`src/rtl/matmul_pkg.sv`:
```
// Shared types for the matmul DMA responder: transfer op, FSM state and
// DDR word-address arithmetic.
package matmul_pkg;

    typedef enum logic [1:0] {
        OP_LOAD_A,
        OP_LOAD_B,
        OP_STORE_C
    } dma_op_t;

    typedef enum logic [2:0] {
        ST_IDLE,
        ST_READ,
        ST_WR_FETCH,
        ST_WR_DATA,
        ST_DONE
    } dma_state_t;

    localparam int unsigned BYTES_PER_WORD = 4;

    // Byte address of word 'index' past 'base'; wraps modulo 2^32.
    function automatic logic [31:0] word_addr(input logic [31:0] base, input logic [31:0] index);
        return base + index * BYTES_PER_WORD;
    endfunction

endpackage

```
`src/rtl/matmul_dma.sv`:
```
// DMA responder: moves N*N 32-bit words between DDR (Avalon-MM master) and
// the on-chip A/B load buffers or the C store buffer, one transfer at a time.
module matmul_dma
    import matmul_pkg::*;
#(
    parameter int N               = 16,
    parameter int DATA_W          = 32,
    parameter int MAX_OUTSTANDING = 8
) (
    input  logic                     clk,
    input  logic                     rst,
    input  logic                     dma_start_load_a,
    input  logic                     dma_start_load_b,
    input  logic                     dma_start_store_c,
    input  logic [31:0]              dma_addr_a,
    input  logic [31:0]              dma_addr_b,
    input  logic [31:0]              dma_addr_c,
    output logic                     dma_done,
    output logic                     dma_busy,
    output logic [31:0]              avm_address,
    output logic                     avm_read,
    output logic                     avm_write,
    output logic [DATA_W-1:0]        avm_writedata,
    input  logic                     avm_waitrequest,
    input  logic [DATA_W-1:0]        avm_readdata,
    input  logic                     avm_readdatavalid,
    output logic                     buf_wr_en,
    output logic                     buf_wr_sel,
    output logic [$clog2(N*N)-1:0]   buf_wr_addr,
    output logic [DATA_W-1:0]        buf_wr_data,
    output logic [$clog2(N*N)-1:0]   c_rd_addr,
    input  logic [DATA_W-1:0]        c_rd_data
);

    localparam int                 ADDR_W  = $clog2(N*N);
    localparam int                 COUNT_W = $clog2(N*N+1);
    localparam logic [COUNT_W-1:0] TOTAL   = COUNT_W'(N*N);
    localparam logic [COUNT_W-1:0] LAST    = COUNT_W'(N*N-1);
    localparam logic [31:0]        MAX_OUT = 32'(MAX_OUTSTANDING);

    dma_state_t         state, state_next;
    dma_op_t            op;
    logic [31:0]        base;
    logic [COUNT_W-1:0] issued, recvd, sent;
    logic [DATA_W-1:0]  wdata;
    logic               wr_first;

    logic               start_any;
    dma_op_t            start_op;
    logic [31:0]        start_base;
    logic [COUNT_W-1:0] in_flight;
    logic               rd_req, rd_fire, rd_ret, wr_fire;

    // Fixed priority among simultaneous starts: load A, then load B, then store C.
    always_comb begin
        start_any  = dma_start_load_a | dma_start_load_b | dma_start_store_c;
        start_op   = OP_LOAD_A;
        start_base = dma_addr_a;
        if (dma_start_load_a) begin
            start_op   = OP_LOAD_A;
            start_base = dma_addr_a;
        end else if (dma_start_load_b) begin
            start_op   = OP_LOAD_B;
            start_base = dma_addr_b;
        end else if (dma_start_store_c) begin
            start_op   = OP_STORE_C;
            start_base = dma_addr_c;
        end
    end

    assign in_flight = issued - recvd;
    assign rd_req    = (state == ST_READ) && (issued < TOTAL) && (32'(in_flight) < MAX_OUT);
    assign rd_fire   = rd_req && !avm_waitrequest;
    assign rd_ret    = (state == ST_READ) && avm_readdatavalid;
    assign wr_fire   = (state == ST_WR_DATA) && !avm_waitrequest;

    // NOTE: clocked state uses non-blocking assignments so every register
    // samples pre-edge values regardless of process ordering.
    always_ff @(posedge clk) begin
        if (rst) state <= ST_IDLE;
        else     state <= state_next;
    end

    // NOTE: each combinational output gets a default first so no path can
    // leave it unassigned and infer a latch.
    always_comb begin
        state_next = state;
        case (state)
            ST_IDLE:     if (start_any) state_next = (start_op == OP_STORE_C) ? ST_WR_FETCH : ST_READ;
            ST_READ:     if (rd_ret && recvd == LAST) state_next = ST_DONE;
            ST_WR_FETCH: state_next = ST_WR_DATA;
            ST_WR_DATA:  if (wr_fire) state_next = (sent == LAST) ? ST_DONE : ST_WR_FETCH;
            ST_DONE:     state_next = ST_IDLE;
            default:     state_next = ST_IDLE;
        endcase
    end

    always_ff @(posedge clk) begin
        if (rst) begin
            op       <= OP_LOAD_A;
            base     <= '0;
            issued   <= '0;
            recvd    <= '0;
            sent     <= '0;
            wdata    <= '0;
            wr_first <= 1'b0;
        end else begin
            case (state)
                ST_IDLE: begin
                    if (start_any) begin
                        op     <= start_op;
                        base   <= start_base & ~32'h3;
                        issued <= '0;
                        recvd  <= '0;
                        sent   <= '0;
                    end
                end
                ST_READ: begin
                    if (rd_fire) issued <= issued + 1'b1;
                    if (rd_ret)  recvd  <= recvd + 1'b1;
                end
                ST_WR_FETCH: wr_first <= 1'b1;
                ST_WR_DATA: begin
                    // C buffer data is only valid in the first WR_DATA cycle; hold it for stalls.
                    wr_first <= 1'b0;
                    if (wr_first) wdata <= c_rd_data;
                    if (wr_fire)  sent  <= sent + 1'b1;
                end
                default: ;
            endcase
        end
    end

    // Outputs are forced low during reset so bus requests drop in the reset cycle itself.
    always_comb begin
        dma_done      = 1'b0;
        dma_busy      = 1'b0;
        avm_address   = '0;
        avm_read      = 1'b0;
        avm_write     = 1'b0;
        avm_writedata = '0;
        buf_wr_en     = 1'b0;
        buf_wr_sel    = 1'b0;
        buf_wr_addr   = '0;
        buf_wr_data   = '0;
        c_rd_addr     = '0;
        if (!rst) begin
            dma_busy = (state != ST_IDLE);
            case (state)
                ST_READ: begin
                    avm_read    = rd_req;
                    avm_address = word_addr(base, 32'(issued));
                    if (avm_readdatavalid) begin
                        buf_wr_en   = 1'b1;
                        buf_wr_sel  = (op == OP_LOAD_B);
                        buf_wr_addr = recvd[ADDR_W-1:0];
                        buf_wr_data = avm_readdata;
                    end
                end
                ST_WR_FETCH: c_rd_addr = sent[ADDR_W-1:0];
                ST_WR_DATA: begin
                    avm_write     = 1'b1;
                    avm_address   = word_addr(base, 32'(sent));
                    avm_writedata = wr_first ? c_rd_data : wdata;
                end
                ST_DONE: dma_done = 1'b1;
                default: ;
            endcase
        end
    end

endmodule

```
`config.mk`:
```
export PLATFORM = sky130hd
export DESIGN_NAME = matmul_dma
export DESIGN_NICKNAME = d
export VERILOG_FILES = /design/src/rtl/matmul_pkg.sv /design/src/rtl/matmul_dma.sv
export SDC_FILE = /design/constraint.sdc
export NUM_CORES = 1
export LEC_CHECK = 0
export ABC_AREA = 0
export ABC_CLOCK_PERIOD_IN_PS = 8260
export CORE_ASPECT_RATIO = 0.5
export CORE_UTILIZATION = 46
export CTS_CLUSTER_DIAMETER = 150
export DETAILED_ROUTE_END_ITERATION = 8
export PLACE_DENSITY = 0.87
export SLEW_MARGIN = 20
export SYNTH_ARGS = -nofsm -noshare
export SYNTH_HDL_FRONTEND = slang
export SYNTH_SLANG_ARGS = --single-unit
```
`constraint.sdc`:
```
create_clock -name clk -period 8.26 [get_ports clk]
set_input_delay 1.652 -clock clk [delete_from_list [all_inputs] [get_ports clk]]
set_output_delay 1.652 -clock clk [all_outputs]
set_load 0.005 [all_outputs]
```
# Word-level counts from Yosys, hierarchy flattened

Index checks and enable logic that the tools add are counted.

Register bits: 95
Latch bits: 0
RAM bits: 0
ROM bits: 0
Bits of input ports: 167
Logic and storage cells: 94
Memories: 0

Add/subtract/negate cells: 6
$mul: 0
Div/mod/pow operators: 0
Magnitude comparators: 2
Equal/unequal tests: 13
Shifts and indexed selects: 0
Muxes and demuxes: 46
Bitwise gates (word level): 2
Reductions and logical operators: 17

Operators with widths:

| kind                                                | number |
|---|---|
| 2-to-1 mux 32 bit                                   | 10 |
| adder 32 x 11 -> 32 bit                             | 2 |
| case mux 32 bit (2 select lines)                    | 1 |
| case mux 9 bit (2 select lines)                     | 3 |
| 2-to-1 mux 8 bit                                    | 5 |
| 2-to-1 mux 9 bit                                    | 4 |
| adder 9 x 1 -> 9 bit (second input constant)        | 3 |
| == test 9 x 8 -> 1 bit (second input constant)      | 2 |
| 2-to-1 mux 1 bit                                    | 13 |
| 2-to-1 mux 3 bit                                    | 4 |
| case mux 3 bit (4 select lines)                     | 1 |
| AND reduction 3 bit                                 | 4 |
| < comparator 9 x 4 -> 1 bit (second input constant) | 1 |
| < comparator 9 bit (second input constant)          | 1 |
| subtractor 9 bit                                    | 1 |
| 2-to-1 mux 2 bit                                    | 4 |
| != test 2 bit (second input constant)               | 4 |
| == test 3 x 2 -> 1 bit (second input constant)      | 2 |
| logical AND 1 bit                                   | 6 |
| nonzero test 2 bit                                  | 3 |
| == test 3 x 1 -> 1 bit (second input constant)      | 1 |
| == test 3 bit (second input constant)               | 1 |
| logical NOT 3 bit                                   | 1 |
| nonzero test 3 bit                                  | 1 |
| 7 further kinds                                     | 8 |

# Depth between registers and ports, before layout

Gate-level depths: netlist (run 1).

Depth after elaboration: 7
Depth in mapped cells: 15
Mapped depth without buffers: 12

# Least setup slack after synthesis (run 1)

OpenSTA, ideal clock, no wires.

Kind: flip-flop to output port
From: reg state[0]
To: out avm_address[24]
Data arrival time: 3.188 ns
Slack: 3.420 ns
Cell stages (with the launch flop): 14
Path through: dfxtp_1 -> buf_4 -> nor2b_1 -> nand2_1 -> clkbuf_1 -> mux2_2 -> ha_1 -> a21oi_1 -> o21bai_1 -> a211oi_1 -> o21ai_1 -> nand2_1 -> or3_1 -> a21oi_1

Longest elaborated chain between the ends: 3

Ends and longest elaborated chain:

| item                                                             | line              | text |
|---|---|---|
| start, declared                                                  | matmul_dma.sv:41  | `dma_state_t state, state_next;` |
| start signal, assigned                                           | matmul_dma.sv:81  | `else state <= state_next;` |
| == test 3 x 2 -> 1 bit or == test 3 x 1 -> 1 bit (tied branches) | matmul_dma.sv:149 | `case (state)` |
| case mux 32 bit (2 select lines) *                               | matmul_dma.sv:149 |  |
| 2-to-1 mux 32 bit *                                              | matmul_dma.sv:147 | `if (!rst) begin` |
| end, declared                                                    | matmul_dma.sv:20  | `output logic [31:0] avm_address,` |

Mark *: on every way between the ends. The rest lies on a longest branch, timed or not.

# Final worst setup path (run 1)

Ends and elaborated chain as after synthesis.

==> metrics.log, run 1 <==
INFO  metric synth_edf_count = 0
INFO  metric post_synthesis_compound_gate_area_fraction = 21.0%
INFO  metric routed-via-count = 7158
INFO  metric final_min_period_over_clock_period = 79.7%
INFO  metric reg2regPathDepth = 9
INFO  metric cts_inserted_buffers = 9
INFO  metric layout_nets = 1257
INFO  metric grt.overflow.total = 0
INFO  metric unrepaired_setup_endpoints_after_global_routing = false
INFO  metric post-cts-setup-buffer-count = 0
INFO  metric achievable-frequency = 152 MHz
INFO  metric dieHeight = 85.1 µm
INFO  metric tritoncts = yes
INFO  metric grt_antenna_before_repair = 0
INFO  metric regArea = 0.00190 mm²
INFO  metric period_minus_slack = 6.58 ns
INFO  metric totalNegativeSetupSlack = 0 ns
INFO  metric drt_pre_antenna_iters = 5
INFO  metric floorplan.die_area = 0.0143 mm²
INFO  metric path_delay_family = simple AND/OR/NAND/NOR gates
INFO  metric main_combinational_cell_family_by_area_after_synthesis = simple AND/OR/NAND/NOR gates
INFO  metric row_count = 29
INFO  metric post_synth_mux_area_share = 7.09%
INFO  metric worst_rel_slew_slack = 23.4%
INFO  metric maxCapViolations = 0
INFO  metric post_synth_xor_xnor_area = 4.83%
INFO  metric cp_max_fo = 14
INFO  metric cp_cell_sequence = nor2b_1 > nand2_1 > mux2_2 > ha_1 > inv_1 > o21bai_1 > a211oi_1 > o21ai_1 > nand2_1 > or3_1 > a21oi_1 > clkdlybuf4s50_1
INFO  metric run_status = finished clean
INFO  metric grt_resource_usage_total = 29.1%
INFO  metric synth_adder_area_share = 4.45%
INFO  metric placement.io_buffers = 276
INFO  metric routability_driven_placement_congestion_ratio = 0.902
INFO  metric timing.final.max_slew_violations = 0
INFO  metric antenna_cells = 0
INFO  metric wire_length_of_the_first_global_routing_pass = 33.5 mm
INFO  metric worst_hold_check_path_type = flop to flop
INFO  metric totalWireLength = 21.4 mm
INFO  metric dpl_worst_slack = 2.23 ns
INFO  metric timing.critical_path.arrival = 4.93 ns
INFO  metric clock_insertion_delay_worst_skew = 0.35 ns
INFO  metric yosysSeqAreaShare = 30.0%
INFO  metric fin_skew = 0.00967 ns
INFO  metric path_depth = 12
INFO  metric cp_num_buf_inv = 2
INFO  metric filler_cell_count = 1035
INFO  metric via_count_of_the_first_global_routing_pass = 6813
INFO  metric critical-path-slowest-cell = o21ai_1
INFO  metric syn_area = 0.00635 mm²
INFO  metric worst_slew_pin_slew = 1.15 ns
INFO  metric io_pins = 285
INFO  metric async_reset_ff_share = 0%
INFO  metric synth.ff_latch_count = 95
INFO  metric power.density = 132 mW/mm²
INFO  metric syn-mean-instance-area = 7.68 µm²
INFO  metric dp_hpwl = 15.9 mm
INFO  metric worst_setup_slack_final = 1.68 ns
INFO  metric leading_cell_type_in_the_layout_fill_and_taps_excluded = clkdlybuf4s50_1
INFO  metric most_used_cells_in_the_layout_excluding_fill_and_tap_cells = clkdlybuf4s50_1, nor2_1, dfxtp_1
INFO  metric synth.lib_cells_used.distinct = 58
INFO  metric final-hold-violation-count = 0
INFO  metric initial_core_util = 48.6%
INFO  metric post_cts_hold_buffer_count = 0
INFO  metric min_delay_path_depth = 1
INFO  metric root_buffer = clkbuf_16
INFO  metric dieWidth = 168 µm
INFO  metric vdd_drop_max = 0.103 mV
INFO  metric most_frequent_cell_on_the_critical_path = nand2_1
INFO  metric final_layout_size_suffix_gt1_share = 4.01%
INFO  metric tritoncts_num_sinks = 95
INFO  metric clk_path_buf_depth = 2
INFO  metric detail_route.drc_violations = 0
INFO  metric flow.area_growth_from_synthesis = 49.2%
INFO  metric path_clk_slew = 0.07 ns
INFO  metric initialDrtViolationCount = 601
INFO  metric setup.worst_path.start_class = flop
INFO  metric kind_of_critical_path = flop to output pin
INFO  metric finalSetupViolations = 0
INFO  metric via_per_inst = 5.76
INFO  metric cp_data_required_time = 6.61 ns
INFO  metric synth_simple_gate_area_share = 28.0%
INFO  metric ant_nets = 0
INFO  metric post_cts_gate_resize_count = 0
INFO  metric power.static_leakage = 0.00359 µW
INFO  metric critPathCaptureType = output pin
INFO  metric maximum_number_of_pins_on_one_net_before_global_route_repair = 64
INFO  metric cts-htree-levels = 3
INFO  metric synthFlopType = dfxtp_1
INFO  metric yosys_warnings = 0
INFO  metric number_of_standard_cells_after_synthesis = 827
INFO  metric design.core.area = 0.0131 mm²
INFO  metric area_of_the_multi_input_gates = 0.00417 mm²
INFO  metric route.detailed.wl_per_inst = 17.2 µm
INFO  metric critPathMaxStageDelay = 0.61 ns
INFO  metric setup.reg_to_reg.worst_slack = 5.01 ns
-- report_power, final --
part	switching, µW	total, µW	internal [µW]	leakage [µW]
logic	155	324	169	0.00268
registers	34.9	518	483	0.000773
clock network	200	411	212	0.000138
-- per-stage QoR --
| step | total power [µW] | instances | utilization, % | hold slack (ns) | instance area (µm²) |
|---|---|---|---|---|---|
| 4_1_cts | 1250 | 1243 | 72.5 | 0.455 | 9460 |
| 6_report | 1250 | 1243 | 72.5 | 0.452 | 9470 |
| 5_1_grt | 1310 | 1243 | 72.5 | 0.465 | 9470 |
| 3_5_place_dp | 846 | 1227 | 70.2 | 0.438 | 9170 |
| 2_1_floorplan | 697 | 828 | - | 0.426 | 6350 |
| 3_3_place_gp | 835 | 1227 | 70.2 | 0.431 | 9170 |
-- cells in the mapped netlist, drive strengths merged, types with 10 or more instances --
cell type / number / area (µm²)
a21o: 33 / 248
a21oi: 52 / 260
and2: 46 / 288
clkbuf: 48 / 180
dfxtp: 95 / 1900
ha: 21 / 263
inv: 19 / 71.3
mux2i: 36 / 360
nand2: 37 / 139
nand2b: 10 / 70.1
nand3: 16 / 80.1
nand4: 15 / 93.8
nor2: 146 / 548
nor3: 50 / 250
o21ai: 15 / 75.1
o22a: 27 / 236
o22ai: 28 / 175
or3: 11 / 68.8
xnor2: 13 / 114
xor2: 22 / 193
-- sequential cells by signal (all words and copies together) (netlist names) --
signal and cells:
recvd 9, state 3, wdata 32, sent 9, wr_first 1, base 30
op 2, issued 9
-- path summary, 6_finish.rpt --
check                           startpoint               to
worst max-delay path              state[0]  avm_address[24]
worst min-delay path             wdata[30]        wdata[30]
worst max register to register    recvd[2]        issued[7]
worst min register to register   wdata[30]        wdata[30]
-- per-layer routing --
layer | wire length, µm | track usage [%] | vias to the layer above
met5 | 0 | 0 | -
met1 | 8770 | 33.6 | 3382
met4 | 433 | 9.83 | 0
met2 | 10700 | 54.5 | 305
met3 | 1500 | 5.50 | 40
li1 | - | - | 3431
-- cell families (layout without fill, tap and decap cells) --
kind of cell / count (synthesis) / after routing
xor gates and xnor gates: 35 / 35
and+or+nand+nor: 363 / 363
adders and majority gates: 22 / 22
other: 1 / 2
muxes: 44 / 44
buffers and inverters: 74 / 319
AOI/OAI and AO/OA: 193 / 193
DFF: 95 / 95
-- area by class of cell --
| cell class | count | area share [%] |
|---|---|---|
| clock buffers | 9 | 2.38 |
| well taps | 170 | 2.25 |
| multi-input cells | 659 | 44.1 |
| flip-flops and latches | 95 | 20.1 |
| clock inverters | 7 | 0.700 |
| repair buffers | 284 | 29.8 |
| inverters | 19 | 0.753 |
(Power assumes the default switching activity.)
==> run 2: changes to the inputs <==
--- a/config.mk
+++ b/config.mk
@@ -6,12 +6,12 @@
 export NUM_CORES = 1
 export LEC_CHECK = 0
 export ABC_AREA = 0
-export ABC_CLOCK_PERIOD_IN_PS = 8260
+export ABC_CLOCK_PERIOD_IN_PS = 6300
 export CORE_ASPECT_RATIO = 0.5
-export CORE_UTILIZATION = 46
+export CORE_UTILIZATION = 43
 export CTS_CLUSTER_DIAMETER = 150
 export DETAILED_ROUTE_END_ITERATION = 8
-export PLACE_DENSITY = 0.87
+export PLACE_DENSITY = 0.82
 export SLEW_MARGIN = 20
 export SYNTH_ARGS = -nofsm -noshare
 export SYNTH_HDL_FRONTEND = slang
==> constraint.sdc (replaced) <==
create_clock -name clk -period 6.3 [get_ports clk]
set_input_delay 1.26 -clock clk [delete_from_list [all_inputs] [get_ports clk]]
set_output_delay 1.26 -clock clk [all_outputs]
set_load 0.005 [all_outputs]
==> run 2 against run 1 <==
Net effect: critical path depth grew 2; count of clock-buffer cells in the layout is the same; final cell count grew 2.1%; highest routed layer unchanged.
==> metrics.log, run 2 (same netlist as run 1, synthesis figures left out) <==
INFO  metric totalNegativeSetupSlack = 0 ns (unchanged)
INFO  metric via_per_inst = 5.63 (-2.3%)
INFO  metric dieHeight = 87.9 µm (+3.4%)
INFO  metric cp_data_required_time = 5.04 ns (-1.57 ns)
INFO  metric timing.final.max_slew_violations = 0 (unchanged)
INFO  metric initialDrtViolationCount = 518 (-14%)
INFO  metric routability_driven_placement_congestion_ratio = 0.885 (-1.9%)
INFO  metric unrepaired_setup_endpoints_after_global_routing = false
INFO  metric flow.area_growth_from_synthesis = 50.0%
INFO  metric clk_path_buf_depth = 2 (unchanged)
INFO  metric clock_insertion_delay_worst_skew = 0.36 ns (about the same)
INFO  metric period_minus_slack = 5.82 ns
INFO  metric tritoncts_num_sinks = 95 (unchanged)
INFO  metric final_layout_size_suffix_gt1_share = 4.36% (+0.36 points)
INFO  metric root_buffer = clkbuf_16
INFO  metric placement.io_buffers = 276 (unchanged)
INFO  metric kind_of_critical_path = flop to output pin
INFO  metric largest_register_ffs = 32 (unchanged)
INFO  metric grt.overflow.total = 0 (unchanged)
INFO  metric detail_route.drc_violations = 0 (unchanged)
INFO  metric registers.top_by_ff_count = wdata
INFO  metric timing.critical_path.arrival = 4.56 ns (-0.37 ns)
INFO  metric final_min_period_over_clock_period = 92.3%
INFO  metric route.detailed.wl_per_inst = 16.9 µm (-2.2%)
INFO  metric via_count_of_the_first_global_routing_pass = 6594 (-3.2%)
INFO  metric power.static_leakage = 0.00361 µW (+0.53%)
INFO  metric critPathCaptureType = output pin
INFO  metric initial_core_util = 45.5% (-3.1 points)
INFO  metric vdd_drop_max = 0.132 mV (+29%)
INFO  metric totalWireLength = 21.4 mm (-0.21%)
INFO  metric worst_hold_check_path_type = flop to flop
INFO  metric layout.core_utilization = 68.2% (-4.3 points)
INFO  metric cts_inserted_buffers = 9 (unchanged)
INFO  metric post-cts-setup-buffer-count = 0 (unchanged)
INFO  metric cp_max_fo = 14 (unchanged)
INFO  metric routed-via-count = 7140 (-0.25%)
INFO  metric run_status = finished clean
INFO  metric ant_nets = 0 (unchanged)
INFO  metric worst_rel_slew_slack = 26.7% (+3.3 points)
INFO  metric finalSetupViolations = 0 (unchanged)
INFO  metric maximum_number_of_pins_on_one_net_before_global_route_repair = 44 (-31%)
INFO  metric achievable-frequency = 172 MHz
INFO  metric post_cts_gate_resize_count = 0 (unchanged)
INFO  metric drt_pre_antenna_iters = 5 (unchanged)
INFO  metric grt_resource_usage_total = 26.8% (-2.3 points)
INFO  metric design.core.area = 0.0140 mm² (+6.9%)
INFO  metric cts-htree-levels = 3 (unchanged)
INFO  metric maxCapViolations = 0 (unchanged)
INFO  metric tritoncts = yes
INFO  metric path_clk_slew = 0.08 ns (about the same)
INFO  metric leading_cell_type_in_the_layout_fill_and_taps_excluded = clkdlybuf4s50_1
INFO  metric power.density = 173 mW/mm² (+31%)
INFO  metric setup.worst_path.start_class = flop
INFO  metric grt_antenna_before_repair = 0 (unchanged)
INFO  metric dieWidth = 174 µm (+3.4%)
INFO  metric filler_cell_count = 1150 (+11%)
INFO  metric most_used_cells_in_the_layout_excluding_fill_and_tap_cells = clkdlybuf4s50_1, nor2_1, dfxtp_1
INFO  metric row_count = 30 (+3.4%)
INFO  metric finalPower = 1650 µW (+31%)
INFO  metric fin_skew = 0.00847 ns (-0.00120 ns)
INFO  metric antenna_cells = 0 (unchanged)
INFO  metric final-hold-violation-count = 0 (unchanged)
INFO  metric top_regs = wdata (32), base (30)
INFO  metric wire_length_of_the_first_global_routing_pass = 32.9 mm (-1.8%)
INFO  metric post_cts_hold_buffer_count = 0 (unchanged)
INFO  metric layout_nets = 1261 (+0.32%)
INFO  metric floorplan.die_area = 0.0153 mm² (+6.9%)
INFO  metric dp_hpwl = 16.2 mm (+1.8%)
INFO  metric io_pins = 285 (unchanged)
INFO  metric worst_slew_pin_slew = 1.10 ns (-0.0493 ns)
-- run 2: cell types whose count changed in the layout (fill, tap and decap cells not counted), sizes merged --
| cell | before | now |
|---|---|---|
| inv | 22 | 23 |
| clkinv | 2 | 1 |
| buf | 9 | 13 |
-- run 2: final timing paths --
check / slack (ns) / depth (start not counted) / endpoint / startpoint
setup reg to reg: 3.01 / 9 / issued[7] / recvd[2]
hold / removal: 0.45 / 1 / wdata[15] / wdata[15]
setup / recovery: 0.48 / 14 / avm_address[28] / state[0]
hold reg to reg: 0.45 / 1 / wdata[15] / wdata[15]
-- run 2: worst max-delay path: stages, from the launching register on --
cell	delay [ns]
dfxtp_1	0.48
nor2b_1	0.31
nand2_1	0.36
mux2_2	0.40
ha_1	0.21
fa_1	0.40
a21oi_1	0.17
o21bai_1	0.13
a211oi_1	0.37
o21ai_1	0.13
buf_4	0.19
nand2_1	0.17
o311ai_0	0.16
o41ai_1	0.10
clkdlybuf4s50_1	0.63
-- run 2: power by group --
group	internal, µW	leakage, µW	switching (µW)
Clock	277	0.000136	266
Combinational	223	0.00270	204
Sequential	633	0.000773	44.4
Total	1130	0.00361	514
-- run 2: final cells by class --
cell class	instances	area, µm²	area share [%]
multi-input cells	659	4170	43.8
repair buffers	288	2850	29.9
flip-flops and latches	95	1900	20.0
well taps	192	240	2.52
clock buffers	9	225	2.36
inverters	19	71.3	0.749
clock inverters	7	63.8	0.670
-- run 2: through the flow --
step	cells	setup WS [ns]	hold slack, ns	instance area, µm²
final	1269	0.485	0.453	9530
after global routing	1269	0.144	0.468	9530
after CTS	1269	0.562	0.455	9520
after global placement	1253	1.10	0.432	9230
after floorplan	828	1.85	0.426	6350
after detailed placement	1253	1.01	0.438	9230
-- run 2: routing by layer --
metal	part of all wire (%)	GRT usage, %	wire length [µm]	vias up
met2	48	47.8	10200	320
met4	3.2	12.0	684	0
li1	-	-	-	3446
met5	0	0	0	-
met3	7.3	5.25	1550	48
met1	42	32.0	8970	3326
==> run 3: changes to the inputs <==
--- a/config.mk
+++ b/config.mk
@@ -6,7 +6,7 @@
 export NUM_CORES = 1
 export LEC_CHECK = 0
 export ABC_AREA = 0
-export ABC_CLOCK_PERIOD_IN_PS = 6300
+export ABC_CLOCK_PERIOD_IN_PS = 5980
 export CORE_ASPECT_RATIO = 0.5
 export CORE_UTILIZATION = 43
 export CTS_CLUSTER_DIAMETER = 150
==> constraint.sdc (replaced) <==
create_clock -name clk -period 5.98 [get_ports clk]
set_input_delay 1.196 -clock clk [delete_from_list [all_inputs] [get_ports clk]]
set_output_delay 1.196 -clock clk [all_outputs]
set_load 0.005 [all_outputs]
==> run 3 against run 2 <==
Net effect: sequential cell count is the same; combinational power up 5.2%; largest cell class unchanged; largest power group unchanged; highest routed layer unchanged; sequential power rose by 5.2%; via count fell by 1.5%; routed wire length fell by 0.68%; clock power up 13%; total power grew 8.0%.
==> metrics.log, run 3 (same netlist as run 1, synthesis figures left out) <==
INFO  metric ant_nets = 0 (unchanged)
INFO  metric top_regs = wdata (32), base (30)
INFO  metric area_of_the_multi_input_gates = 0.00418 mm² (+0.21%)
INFO  metric wire_length_of_the_first_global_routing_pass = 32.5 mm (-0.96%)
INFO  metric largest_register_ffs = 32 (unchanged)
INFO  metric maximum_number_of_pins_on_one_net_before_global_route_repair = 44 (unchanged)
INFO  metric clk_path_buf_depth = 2 (unchanged)
INFO  metric initial_core_util = 45.5% (unchanged)
INFO  metric setup.reg_to_reg.worst_slack = 2.72 ns (-0.29 ns)
INFO  metric dp.cells = 1252 (-0.080%)
INFO  metric filler_cell_count = 1149 (-0.087%)
INFO  metric dieHeight = 87.9 µm (unchanged)
INFO  metric row_count = 30 (unchanged)
INFO  metric cp_num_buf_inv = 1 (-1)
INFO  metric layout.core_utilization = 68.4% (+0.21 points)
INFO  metric dp_hpwl = 16.1 mm (-0.38%)
INFO  metric critical-path-slowest-cell = clkdlybuf4s50_1
INFO  metric clock_insertion_delay_worst_skew = 0.36 ns (about the same)
INFO  metric totalWireLength = 21.2 mm (-0.68%)
INFO  metric via_count_of_the_first_global_routing_pass = 6465 (-2.0%)
INFO  metric fin_skew = 0.00787 ns (-0.000599 ns)
INFO  metric root_buffer = clkbuf_16
INFO  metric via_per_inst = 5.54 (-1.5%)
INFO  metric finalSetupViolations = 0 (unchanged)
INFO  metric timing.critical_path.arrival = 4.45 ns (-0.11 ns)
INFO  metric grt_antenna_before_repair = 1 (+1)
INFO  metric post_dp_cell_area = 0.00922 mm² (about the same)
INFO  metric path_clk_slew = 0.07 ns (about the same)
INFO  metric final_min_period_over_clock_period = 94.5%
INFO  metric routed-via-count = 7034 (-1.5%)
INFO  metric grt_resource_usage_total = 26.7% (-0.15 points)
INFO  metric path_delay_family = compound AO/OA/AOI/OAI gates
INFO  metric floorplan.die_area = 0.0153 mm² (unchanged)
INFO  metric critPathMaxStageDelay = 0.61 ns (-0.02 ns)
INFO  metric grt.overflow.total = 0 (unchanged)
INFO  metric timing.rr.start = recvd[2]
INFO  metric worst_rel_slew_slack = 32.0% (+5.3 points)
INFO  metric most_used_cells_in_the_layout_excluding_fill_and_tap_cells = clkdlybuf4s50_1, nor2_1, dfxtp_1
INFO  metric routability_driven_placement_congestion_ratio = 0.927 (+4.8%)
INFO  metric fin_cells = 1269 (unchanged)
INFO  metric tritoncts_num_sinks = 95 (unchanged)
INFO  metric leading_cell_type_in_the_layout_fill_and_taps_excluded = clkdlybuf4s50_1
INFO  metric drt_pre_antenna_iters = 5 (unchanged)
INFO  metric timing.final.max_slew_violations = 0 (unchanged)
INFO  metric regArea = 0.00190 mm² (unchanged)
INFO  metric min_delay_path_depth = 1 (unchanged)
INFO  metric finalInstanceArea = 0.00955 mm² (+0.30%)
INFO  metric achievable-frequency = 177 MHz
INFO  metric final-hold-violation-count = 0 (unchanged)
INFO  metric kind_of_critical_path = flop to output pin
INFO  metric io_pins = 285 (unchanged)
INFO  metric tritoncts = yes
INFO  metric power.density = 186 mW/mm² (+7.6%)
INFO  metric dieWidth = 174 µm (unchanged)
INFO  metric cp_data_required_time = 4.78 ns (-0.26 ns)
INFO  metric initialDrtViolationCount = 457 (-12%)
INFO  metric worst_slew_pin_slew = 1.02 ns (-0.0771 ns)
INFO  metric critPathCaptureType = output pin
INFO  metric totalNegativeSetupSlack = 0 ns (unchanged)
INFO  metric reg2regPathDepth = 9 (unchanged)
INFO  metric worstHoldEndpoint = wdata[24]
INFO  metric registers.top_by_ff_count = wdata
INFO  metric cp_max_fo = 14 (unchanged)
INFO  metric power.static_leakage = 0.00363 µW (+0.36%)
INFO  metric unrepaired_setup_endpoints_after_global_routing = false
INFO  metric detail_route.drc_violations = 0 (unchanged)
INFO  metric maxCapViolations = 0 (unchanged)
INFO  metric cts_inserted_buffers = 9 (unchanged)
INFO  metric hp-start = wdata[24]
INFO  metric design.core.area = 0.0140 mm² (unchanged)
INFO  metric flow.area_growth_from_synthesis = 50.5%
INFO  metric placement.io_buffers = 276 (unchanged)
INFO  metric vdd_drop_max = 0.136 mV (+2.4%)
INFO  metric post-cts-setup-buffer-count = 0 (unchanged)
INFO  metric cp_cell_sequence = nor2b_1 > nand2_2 > mux2_2 > ha_1 > fa_1 > a21oi_1 > o21bai_1 > a211oi_1 > o21ai_2 > nand2_1 > o311ai_0 > o41ai_1 > clkdlybuf4s50_1
INFO  metric layout_nets = 1260 (-0.079%)
INFO  metric setup.worst_path.start_class = flop
INFO  metric route.detailed.wl_per_inst = 16.7 µm (-0.68%)
INFO  metric r2r_end = issued[7]
INFO  metric period_minus_slack = 5.65 ns
INFO  metric run_status = finished clean
INFO  metric cts-htree-levels = 3 (unchanged)
INFO  metric worst_hold_check_path_type = flop to flop
INFO  metric final_layout_size_suffix_gt1_share = 4.55% (+0.19 points)
## run 3: changes by cell type in the layout (fill, tap and decap cells not counted), sizes merged
cell      change
clkinvlp      -1
diode         +1
bufinv        +1
inv           -1
clkinv        +1
buf           -1
## run 3: final cells by class
class	count	area share, %
well taps	192	2.51
repair buffers	287	29.7
multi-input cells	659	43.8
clock buffers	9	2.36
diodes	1	0.0262
clock inverters	7	0.930
inverters	19	0.746
flip-flops and latches	95	19.9
## run 3: through the flow
stage	power (µW)	setup slack, ns	hold slack (ns)
final	1780	0.330	0.453
after global routing	1860	0.0618	0.467
after CTS	1780	0.0949	0.454
after detailed placement	1170	0.469	0.438
after global placement	1160	0.640	0.431
after floorplan	963	1.60	0.426
## run 3: repair_timing
action	in CTS	in global routing
setup endpoints to repair	0	10
hold buffers	0	0
resized for setup	0	2
## run 3: worst max path at each step
stage	from	endpoint	slack, ns	depth (start not counted)
floorplan	state[0]	avm_address[24]	1.60	13
global placement	state[0]	avm_address[24]	0.64	12
detailed placement	state[0]	avm_address[24]	0.47	12
CTS	state[0]	avm_address[24]	0.09	12
global route	state[0]	avm_address[28]	0.06	13
finish	state[0]	avm_address[28]	0.33	13
## run 3: layer usage
layer	GRT usage, %	part of all wire [%]	vias to the layer above
li1	-	-	3435
met1	32.6	43	3281
met2	46.4	47	279
met3	6.21	6.7	39
met4	10.2	2.5	0
met5	0	0	-
## run 3: where the power goes
part / total [µW] / leakage (µW) / internal [µW] / switching [µW]
logic: 449 / 0.00270 / 235 / 215
registers: 713 / 0.000773 / 667 / 46.3
clock network: 616 / 0.000152 / 335 / 281
